File: config.mk
export PLATFORM = sky130hd
export DESIGN_NAME = ref_dac_loader
export DESIGN_NICKNAME = d
export VERILOG_FILES = /design/src/rtl/ref_dac_pkg.sv /design/src/rtl/ref_sclk_gen.sv /design/src/rtl/ref_dac_loader.sv
export SDC_FILE = /design/constraint.sdc
export NUM_CORES = 1
export LEC_CHECK = 0
export BUFFER_PORTS_ARGS = -buffer_cell sky130_fd_sc_hd__buf_2
export CORE_MARGIN = 1.5
export CORE_UTILIZATION = 50
export CTS_CLUSTER_SIZE = 10
export DETAILED_ROUTE_END_ITERATION = 10
export GPL_TIMING_DRIVEN = 0
export PLACE_DENSITY = 0.71
export REMOVE_ABC_BUFFERS = 1
export SYNTH_ARGS = -nofsm -noshare
export SYNTH_HDL_FRONTEND = slang
export SYNTH_SLANG_ARGS = --single-unit
File: constraint.sdc
create_clock -name clk -period 2.8 [get_ports clk]
set_input_delay 0.28 -clock clk [delete_from_list [all_inputs] [get_ports clk]]
set_output_delay 0.28 -clock clk [all_outputs]
set_load 0.005 [all_outputs]
File: src/rtl/ref_dac_pkg.sv
// Shared types, default parameters and constant helpers for the reference DAC loader.
package ref_dac_pkg;

    typedef enum logic [2:0] {
        ST_IDLE,
        ST_SHIFT,
        ST_HOLD,
        ST_GAP,
        ST_DONE
    } state_e;

    localparam int N_CH_DEF    = 4;
    localparam int DATA_W_DEF  = 16;
    localparam int CLK_DIV_DEF = 4;

    // Minimum width of 1 so a single-bit index is still a legal vector.
    function automatic int clog2_f(input int v);
        int r;
        r = 0;
        while ((1 << r) < v) r++;
        if (r == 0) r = 1;
        return r;
    endfunction

endpackage

File: src/rtl/ref_sclk_gen.sv
// SCLK generator: half-period down-counter, idles low and restarts from a low phase
// whenever en rises.
module ref_sclk_gen
    import ref_dac_pkg::*;
#(
    parameter int CLK_DIV = CLK_DIV_DEF
) (
    input  logic clk,
    input  logic rst_n,
    input  logic en,
    output logic sclk,
    output logic rise_tick,
    output logic fall_tick
);

    localparam logic [7:0] HALF_LD = 8'(CLK_DIV - 1);

    logic [7:0] cnt_q, cnt_d;
    logic       sclk_q, sclk_d;

    // Ticks flag the last cycle of a half-period, i.e. sclk toggles on the next edge.
    always_comb begin
        cnt_d     = HALF_LD;
        sclk_d    = 1'b0;
        rise_tick = 1'b0;
        fall_tick = 1'b0;
        if (en) begin
            if (cnt_q == 8'd0) begin
                sclk_d    = ~sclk_q;
                rise_tick = ~sclk_q;
                fall_tick = sclk_q;
            end else begin
                cnt_d  = cnt_q - 8'd1;
                sclk_d = sclk_q;
            end
        end
    end

    always_ff @(posedge clk or negedge rst_n) begin
        if (!rst_n) begin
            cnt_q  <= '0;
            sclk_q <= 1'b0;
        end else begin
            cnt_q  <= cnt_d;
            sclk_q <= sclk_d;
        end
    end

    assign sclk = sclk_q;

endmodule

File: src/rtl/ref_dac_loader.sv
// Serial loader for N_CH reference DACs on a shared SDI/SCLK bus, with per-channel
// chip-selects and mux lines that update atomically at the end of each load.
//   state | meaning
//   IDLE  | waiting for start; only state that accepts a request
//   SHIFT | DATA_W bits out MSB first, CS low
//   HOLD  | CLK_DIV cycles, CS still low, sclk low
//   GAP   | CLK_DIV cycles, CS high
//   DONE  | one cycle, done pulse, mux update
module ref_dac_loader
    import ref_dac_pkg::*;
#(
    parameter int  N_CH    = N_CH_DEF,
    parameter int  DATA_W  = DATA_W_DEF,
    parameter int  CLK_DIV = CLK_DIV_DEF,
    localparam int CH_W    = clog2_f(N_CH)
) (
    input  logic              clk,
    input  logic              rst_n,
    input  logic              start,
    input  logic              bcast,
    input  logic [CH_W-1:0]   ch_sel,
    input  logic [DATA_W-1:0] data,
    input  logic              mux_upd,
    input  logic              mux_val,
    output logic              busy,
    output logic              done,
    output logic              err,
    output logic              sdi,
    output logic              sclk,
    output logic [N_CH-1:0]   cs_n,
    output logic [N_CH-1:0]   mux
);

    localparam int                BITS_W  = clog2_f(DATA_W + 1);
    localparam logic [BITS_W-1:0] BITS_LD = BITS_W'(DATA_W);
    localparam logic [7:0]        HALF_LD = 8'(CLK_DIV - 1);
    localparam logic [CH_W:0]     N_CH_L  = (CH_W + 1)'(N_CH);

    state_e              state_q, state_d;
    logic [DATA_W-2:0]   sh_q, sh_d;
    logic [BITS_W-1:0]   bits_q, bits_d;
    logic [7:0]          tmr_q, tmr_d;
    logic [CH_W-1:0]     ch_q, ch_d;
    logic                bcast_q, bcast_d;
    logic                mux_upd_q, mux_upd_d;
    logic                mux_val_q, mux_val_d;
    logic [N_CH-1:0]     cs_n_q, cs_n_d;
    logic [N_CH-1:0]     mux_q, mux_d;
    logic                sdi_q, sdi_d;
    logic                busy_q, busy_d;
    logic                done_q, done_d;
    logic                err_q, err_d;
    logic [N_CH-1:0]     sel_in, sel_cur;
    logic                rise_tick, fall_tick;

    ref_sclk_gen #(.CLK_DIV(CLK_DIV)) u_sclk (
        .clk       (clk),
        .rst_n     (rst_n),
        .en        (state_q == ST_SHIFT),
        .sclk      (sclk),
        .rise_tick (rise_tick),
        .fall_tick (fall_tick)
    );

    always_comb begin
        state_d   = state_q;
        sh_d      = sh_q;
        bits_d    = bits_q;
        tmr_d     = tmr_q;
        ch_d      = ch_q;
        bcast_d   = bcast_q;
        mux_upd_d = mux_upd_q;
        mux_val_d = mux_val_q;
        cs_n_d    = cs_n_q;
        mux_d     = mux_q;
        sdi_d     = sdi_q;
        busy_d    = busy_q;
        done_d    = 1'b0;
        err_d     = 1'b0;
        sel_in    = '0;
        sel_cur   = '0;
        for (int i = 0; i < N_CH; i++) begin
            sel_in[i]  = bcast | (ch_sel == CH_W'(i));
            sel_cur[i] = bcast_q | (ch_q == CH_W'(i));
        end

        case (state_q)
            ST_IDLE: begin
                if (start) begin
                    if (bcast || ({1'b0, ch_sel} < N_CH_L)) begin
                        state_d   = ST_SHIFT;
                        sh_d      = data[DATA_W-2:0];
                        sdi_d     = data[DATA_W-1];
                        bits_d    = BITS_LD;
                        ch_d      = ch_sel;
                        bcast_d   = bcast;
                        mux_upd_d = mux_upd;
                        mux_val_d = mux_val;
                        cs_n_d    = ~sel_in;
                        busy_d    = 1'b1;
                    end else begin
                        err_d = 1'b1;
                    end
                end
            end
            ST_SHIFT: begin
                if (rise_tick) bits_d = bits_q - 1'b1;
                // The fall after the last sampled bit ends the word instead of shifting.
                if (fall_tick) begin
                    if (bits_q == '0) begin
                        state_d = ST_HOLD;
                        tmr_d   = HALF_LD;
                        sdi_d   = 1'b0;
                    end else begin
                        sdi_d = sh_q[DATA_W-2];
                        sh_d  = {sh_q[DATA_W-3:0], 1'b0};
                    end
                end
            end
            ST_HOLD: begin
                if (tmr_q == 8'd0) begin
                    state_d = ST_GAP;
                    tmr_d   = HALF_LD;
                    cs_n_d  = '1;
                end else begin
                    tmr_d = tmr_q - 8'd1;
                end
            end
            ST_GAP: begin
                if (tmr_q == 8'd0) begin
                    state_d = ST_DONE;
                    done_d  = 1'b1;
                    busy_d  = 1'b0;
                    if (mux_upd_q)
                        mux_d = (mux_q & ~sel_cur) | (sel_cur & {N_CH{mux_val_q}});
                end else begin
                    tmr_d = tmr_q - 8'd1;
                end
            end
            ST_DONE: state_d = ST_IDLE;
            default: state_d = ST_IDLE;
        endcase
    end

    always_ff @(posedge clk or negedge rst_n) begin
        if (!rst_n) begin
            state_q   <= ST_IDLE;
            sh_q      <= '0;
            bits_q    <= '0;
            tmr_q     <= '0;
            ch_q      <= '0;
            bcast_q   <= 1'b0;
            mux_upd_q <= 1'b0;
            mux_val_q <= 1'b0;
            cs_n_q    <= '1;
            mux_q     <= '0;
            sdi_q     <= 1'b0;
            busy_q    <= 1'b0;
            done_q    <= 1'b0;
            err_q     <= 1'b0;
        end else begin
            state_q   <= state_d;
            sh_q      <= sh_d;
            bits_q    <= bits_d;
            tmr_q     <= tmr_d;
            ch_q      <= ch_d;
            bcast_q   <= bcast_d;
            mux_upd_q <= mux_upd_d;
            mux_val_q <= mux_val_d;
            cs_n_q    <= cs_n_d;
            mux_q     <= mux_d;
            sdi_q     <= sdi_d;
            busy_q    <= busy_d;
            done_q    <= done_d;
            err_q     <= err_d;
        end
    end

    assign cs_n = cs_n_q;
    assign mux  = mux_q;
    assign sdi  = sdi_q;
    assign busy = busy_q;
    assign done = done_q;
    assign err  = err_q;

endmodule

==> results.yml, run 1 <==
yosys:
  ranking_of_synthesized_cells_by_area: "sky130_fd_sc_hd__dfrtp_1, sky130_fd_sc_hd__nand2_1, sky130_fd_sc_hd__mux2_2"
  synth.top_cell.area_share_pct: 46.1
  synthesis.area_um2: 2820
  asyncSetResetFlopFracSynth_pct: 100
  cell_variety_after_synth: 55
  synth_edf_count: 0
  synth.yosys.warnings: 0
  synth.largest_area_cell: "sky130_fd_sc_hd__dfrtp_1"
  yosys.cell_count.top_type: "sky130_fd_sc_hd__nand2_1"
  ranking_of_synthesized_cells_by_instance_count: "sky130_fd_sc_hd__nand2_1, sky130_fd_sc_hd__dfrtp_1, sky130_fd_sc_hd__nor2_1"
  synth-main-ff-cell: "sky130_fd_sc_hd__dfrtp_1"
  synthesis.area_per_instance_um2: 9.97
  synth-seq-area-share_pct: 49.9
  synthCells: 283
  synth.ff_latch_count: 56
timing:
  max_slew.worst_pin.slew_ns: 0.773
  postLayoutSetupSlackWorst_ns: 0.244
  setup_viol_count_final: 0
  setup_total_negative_slack_ns: 0
  hold-worst-slack_ns: 0.0167
  clock_skew_ns: 0.00875
  hold_violations: 0
  timing_max_transition_violations_final: 0
  setup_repair_after_global_routing_missed_its_margin: "no"
  fin_crit_ns: 2.56
  slew_headroom_pct: 48.3
  min_period_over_period_pct: 91.3
  max_clock_freq_mhz: 391
clock_network:
  hold_buffers: 0
  clk_latency_ns: 0.30
  clk_path_buf_depth: 2
  cts_max_level: 2
  postCtsResizedCells: 0
  clock_tree.root_cell: "sky130_fd_sc_hd__clkbuf_8"
  cts_sinks: 56
  post-cts-setup-buffer-count: 0
  clk_pin_slew_ns: 0.10
  cts_tree: "done"
  tritoncts.num_buffers: 5
critical_path:
  worstSetupStartpointType: "register"
  startpoint: "state_q[0]"
  cp-end-kind: "register"
  worst_ep_required_time_ns: 3.00
  critical_path_arrival_ns: 2.75
  criticalPathCategory: "reg -> reg"
  rrSetupSlack_ns: 0.24
  r2r-start: "state_q[0]"
  rr_endpoint: "sh_q[4]"
  worstRegToRegCells: 5
  path_max_fanout: 15
place:
  hpwl_um: 3690
  buffer_ports.inserted: 35
  dpl.cell_count: 379
  place_worst_setup_slack_ns: 0.0579
  detailed_place.area_um2: 3050
  globalplace.congestion: 0.780
global_route:
  grt_first_pass_wirelength_um: 9140
  grt_max_degree: 57
  antenna_found_initial: 0
  grt_pass1_vias: 2014
  grt_overflow_total: 0
  grt_usage_pct: 18.7
layout:
  syn2layout_area_growth_pct: 11.4
  drive_gt1_share_pct: 23.5
  area_of_combinational_cells_with_multiple_inputs_um2: 1330
  register_area_um2: 1410
  diodes: 0
  layout.nets: 342
  final_cells: 387
  final_core_utilization_pct: 57.4
  fillerInstances: 525
  finalInstanceArea_um2: 3140
power:
  worst_supply_voltage_drop_on_vdd_mv: 0.455
  power_density_nw_per_um2: 906
  p_leak_nw: 1.48
  overall_power_mw: 2.84
drt:
  routed_via_density: 5.49
  routed_wirelength_um: 5280
  detail_route.wl_per_cell_um: 13.7
  drt_pass1_iterations: 4
  first_iter_violations: 100
  postRouteAntennaNets: 0
  dr_total_vias: 2124
  remaining_drc_errors: 0
die:
  dieHeight_um: 78.1
  fp.dieW_um: 78.1
  fp.dieArea_um2: 6100
  initial_utilization_pct: 51.5
  floorplan.core_area_um2: 5470
  num_io_pins: 37
  std_cell_rows: 27
worst_hold_path:
  worstHoldPathType: "in -> async"
status:
  run_status: "completed"
job:
  maxCapViolations: 0
## report_power, final
group | internal, mW | leakage [nW] | switching, mW
Clock | 0.176 | 0.0422 | 0.249
Sequential | 1.11 | 0.704 | 0.222
Combinational | 0.504 | 0.733 | 0.581
## metal layers
metal  vias to the layer above  GRT usage [%]  part of all wire (%)
met5                         -              0                     0
met4                         0           6.61                   1.2
met3                         7           3.84                   3.0
met2                        34           30.1                    48
met1                      1030           25.2                    48
li1                       1053              -                     -
## how the worst max path moves through the flow
stage,end,slack [ns],cells past startpoint
after global routing,sh_q[5],0.07,6
after CTS,sh_q[12],0.04,5
after floorplan,sh_q[10],-0.12,4
after global placement,sh_q[8],-1.12,4
final,sh_q[4],0.24,5
after detailed placement,sh_q[4],0.06,5
## flip-flops by register name, indices dropped and copies added (netlist names), 2 cells and up, named ones only
name	cells
tmr_q	8
cs_n	4
bits_q	5
u_sclk.cnt_q	8
sh_q	15
ch_q	2
state_q	3
## critical path, stage by stage, from the launching register on
cell and delay (ns):
sky130_fd_sc_hd__dfrtp_1 0.56, sky130_fd_sc_hd__nor3b_2 0.67, sky130_fd_sc_hd__buf_6 0.25, sky130_fd_sc_hd__a21oi_1 0.11, sky130_fd_sc_hd__a21oi_4 0.45, sky130_fd_sc_hd__mux2_2 0.40
## placed cells by master (no fill, tap or decap), drive strengths merged, types with 3 or more instances in the layout
cell type and n:
nand2 60, dfrtp 52, buf 37, nor2 21, mux2 18, a21oi 10, inv 8, nand3 7
o21ai 7, or4 7, clkbuf 7, o31ai 6, xor2 5, xnor2 5, nor2b 4, a211oi 4
or3 4, ha 4, dfstp 4, nor4 4, o211ai 3, a31oi 3, nor3 3, nor4b 3
## cells by family (layout without fill, tap and decap cells)
logic type | count (synthesis) | count (layout) | share of synthesized area, %
simple gates | 126 | 126 | 22.4
fa+ha+maj | 4 | 4 | 1.77
mux | 19 | 19 | 7.54
other cells | 1 | 1 | 0.133
buf+inv | 22 | 54 | 3.55
flops | 56 | 56 | 49.9
compound gates | 45 | 45 | 11.7
xor+xnor | 10 | 10 | 3.11
## cell type report
| type | count | share of cell area, % |
|---|---|---|
| Clock inverter | 1 | 0.159 |
| Clock buffer | 7 | 2.43 |
| Timing Repair Buffer | 37 | 6.25 |
| Inverter | 9 | 1.08 |
| Sequential cell | 56 | 44.8 |
| Multi-Input combinational cell | 205 | 42.4 |
| Tap cell | 72 | 2.87 |
Power figures use the tool's default switching activity.
==> run 2, diff against run 1 <==
--- a/config.mk
+++ b/config.mk
@@ -12,7 +12,7 @@
 export DETAILED_ROUTE_END_ITERATION = 10
 export GPL_TIMING_DRIVEN = 0
 export PLACE_DENSITY = 0.71
-export REMOVE_ABC_BUFFERS = 1
+export SKIP_CTS_REPAIR_TIMING = 1
 export SYNTH_ARGS = -nofsm -noshare
 export SYNTH_HDL_FRONTEND = slang
 export SYNTH_SLANG_ARGS = --single-unit
==> results.yml, run 2 (synthesis gave the netlist of run 1 again) <==
timing:
  slew_headroom_pct: 54.4
  min_period_over_period_pct: 92.0
  max_slew.worst_pin.slew_ns: 0.683
  fin_crit_ns: 2.58
  clock_skew_ns: 0.00671
  timing_max_transition_violations_final: 0
  hold_violations: 0
  setup_total_negative_slack_ns: 0
  setup_viol_count_final: 0
  setup_repair_after_global_routing_missed_its_margin: "no"
  max_clock_freq_mhz: 388
critical_path:
  rrSetupSlack_ns: 0.22
  critical_path.cell_chain: "inv_1 -> ha_1 -> nor4bb_1 -> nand2_1 -> a21oi_2 -> buf_4 -> mux2_2"
  critical-path-max-stage-delay_ns: 0.54
  worstSetupStartpointType: "register"
  path_max_fanout: 10
  worstRegToRegCells: 7
  startpoint: "u_sclk.cnt_q[0]"
  critical_path_arrival_ns: 2.77
  timing.critical_path.slowest_stage_cell: "sky130_fd_sc_hd__nor4bb_1"
  criticalPathCategory: "reg -> reg"
  worst_ep_required_time_ns: 3.00
  r2r-start: "u_sclk.cnt_q[0]"
  cp-end-kind: "register"
  rr_endpoint: "sh_q[13]"
  endpoint: "sh_q[13]"
clock_network:
  clk_path_buf_depth: 2
  cts_max_level: 2
  clk_latency_ns: 0.30
  clk_pin_slew_ns: 0.10
  tritoncts.num_buffers: 5
  cts_sinks: 56
  cts_tree: "done"
  clock_tree.root_cell: "sky130_fd_sc_hd__clkbuf_8"
die:
  dieHeight_um: 78.1
  initial_utilization_pct: 51.5
  num_io_pins: 37
  fp.dieArea_um2: 6100
  fp.dieW_um: 78.1
  std_cell_rows: 27
  floorplan.core_area_um2: 5470
layout:
  syn2layout_area_growth_pct: 14.0
  mostFrequentLayoutCell: "sky130_fd_sc_hd__nand2_1"
  layout.nets: 353
  drive_gt1_share_pct: 23.6
  registers_with_the_most_flip_flops: "sh_q: 15 flops, tmr_q: 8 flops, u_sclk.cnt_q: 8 flops"
  register_area_um2: 1410
  area_of_combinational_cells_with_multiple_inputs_um2: 1310
  fillerInstances: 508
  mostFrequentLayoutCells: "sky130_fd_sc_hd__nand2_1, sky130_fd_sc_hd__dfrtp_1, sky130_fd_sc_hd__buf_2"
  max_flop_register: "sh_q"
  largest_register_ff_count: 15
  diodes: 0
worst_hold_path:
  worstHoldPathType: "in -> async"
drt:
  remaining_drc_errors: 0
  postRouteAntennaNets: 0
  routed_via_density: 5.49
  detail_route.wl_per_cell_um: 13.3
  drt_pass1_iterations: 4
  routed_wirelength_um: 5280
  first_iter_violations: 125
  dr_total_vias: 2186
global_route:
  antenna_found_initial: 0
  grt_usage_pct: 19.2
  grt_overflow_total: 0
  grt_pass1_vias: 2143
  grt_first_pass_wirelength_um: 9430
  grt_max_degree: 57
status:
  run_status: "completed"
power:
  power_density_nw_per_um2: 932
  p_leak_nw: 1.52
  power_switching_share_pct: 35.2
  worst_supply_voltage_drop_on_vdd_mv: 0.551
  p_switching_mw: 1.06
  internal-power_mw: 1.94
  clock_power_share_pct: 19.1
  share_of_power_burned_in_registers_pct: 43.9
  overall_power_mw: 3.00
  combPwrFrac_pct: 37.0
place:
  hpwl_um: 3700
  globalplace.congestion: 0.776
  buffer_ports.inserted: 35
yosys:
  net_count_after_synthesis: 311
job:
  maxCapViolations: 0
run 2: changes by cell type in the layout (fill, tap and decap cells not counted), sizes merged:
cell / previous run / this run
bufinv: 0 / 1
clkinv: 2 / 1
buf: 37 / 41
clkbuf: 7 / 14
run 2: per-stage QoR:
step / hold WS, ns / worst slack [ns] / instances / cell area (um2) / util (%)
after floorplan: -0.0156 / 0.662 / 283 / 2820 / -
after global placement: 0.470 / 0.309 / 390 / 3090 / 56.4
after detailed placement: 0.480 / 0.199 / 390 / 3090 / 56.4
after CTS: 0.162 / 0.185 / 398 / 3210 / 58.7
after global routing: 0.0787 / 0.0462 / 398 / 3210 / 58.7
final: 0.0152 / 0.225 / 398 / 3210 / 58.7
run 2: layout make-up:
class | instances | share of cell area (%)
flip-flops and latches | 56 | 43.8
clock inverters | 1 | 0.934
plain buffers | 13 | 2.06
inverters | 9 | 1.05
multi-input cells | 205 | 40.9
clock buffers | 7 | 3.00
repair buffers | 35 | 5.53
well taps | 72 | 2.80
run 2: critical path: cells and delay by family (launching register included):
kind	cells	cell delay, ns
mux	1	0.35
buf+inv	2	0.32
flops	1	0.41
simple gates	2	0.72
fa+ha+maj	1	0.28
compound gates	1	0.38
run 2: worst min path at each step:
stage	from	cells after the start	slack, ns	endpoint
floorplan	rst_n	0	-0.02	async pin
global placement	register	1	0.47	register
detailed placement	register	1	0.48	register
CTS	mux_upd	3	0.16	mux_upd_q
global route	rst_n	1	0.08	bcast_q
finish	rst_n	1	0.02	sh_q[3]
run 2: layer usage:
layer	track usage (%)	vias up	wire length, um
met5	0	-	0
met4	5.71	0	51
met3	4.07	5	206
met2	33.0	38	2510
met1	24.2	1065	2510
li1	-	1078	-
run 2: power by group through the flow:
stage	Combinational (mW)	Sequential [mW]	Clock [mW]
after floorplan	0.865	1.29	0
after global placement	1.09	1.32	0
after detailed placement	1.12	1.33	0
after CTS	1.13	1.32	0.589
after global routing	1.29	1.36	0.610
final	1.11	1.32	0.571
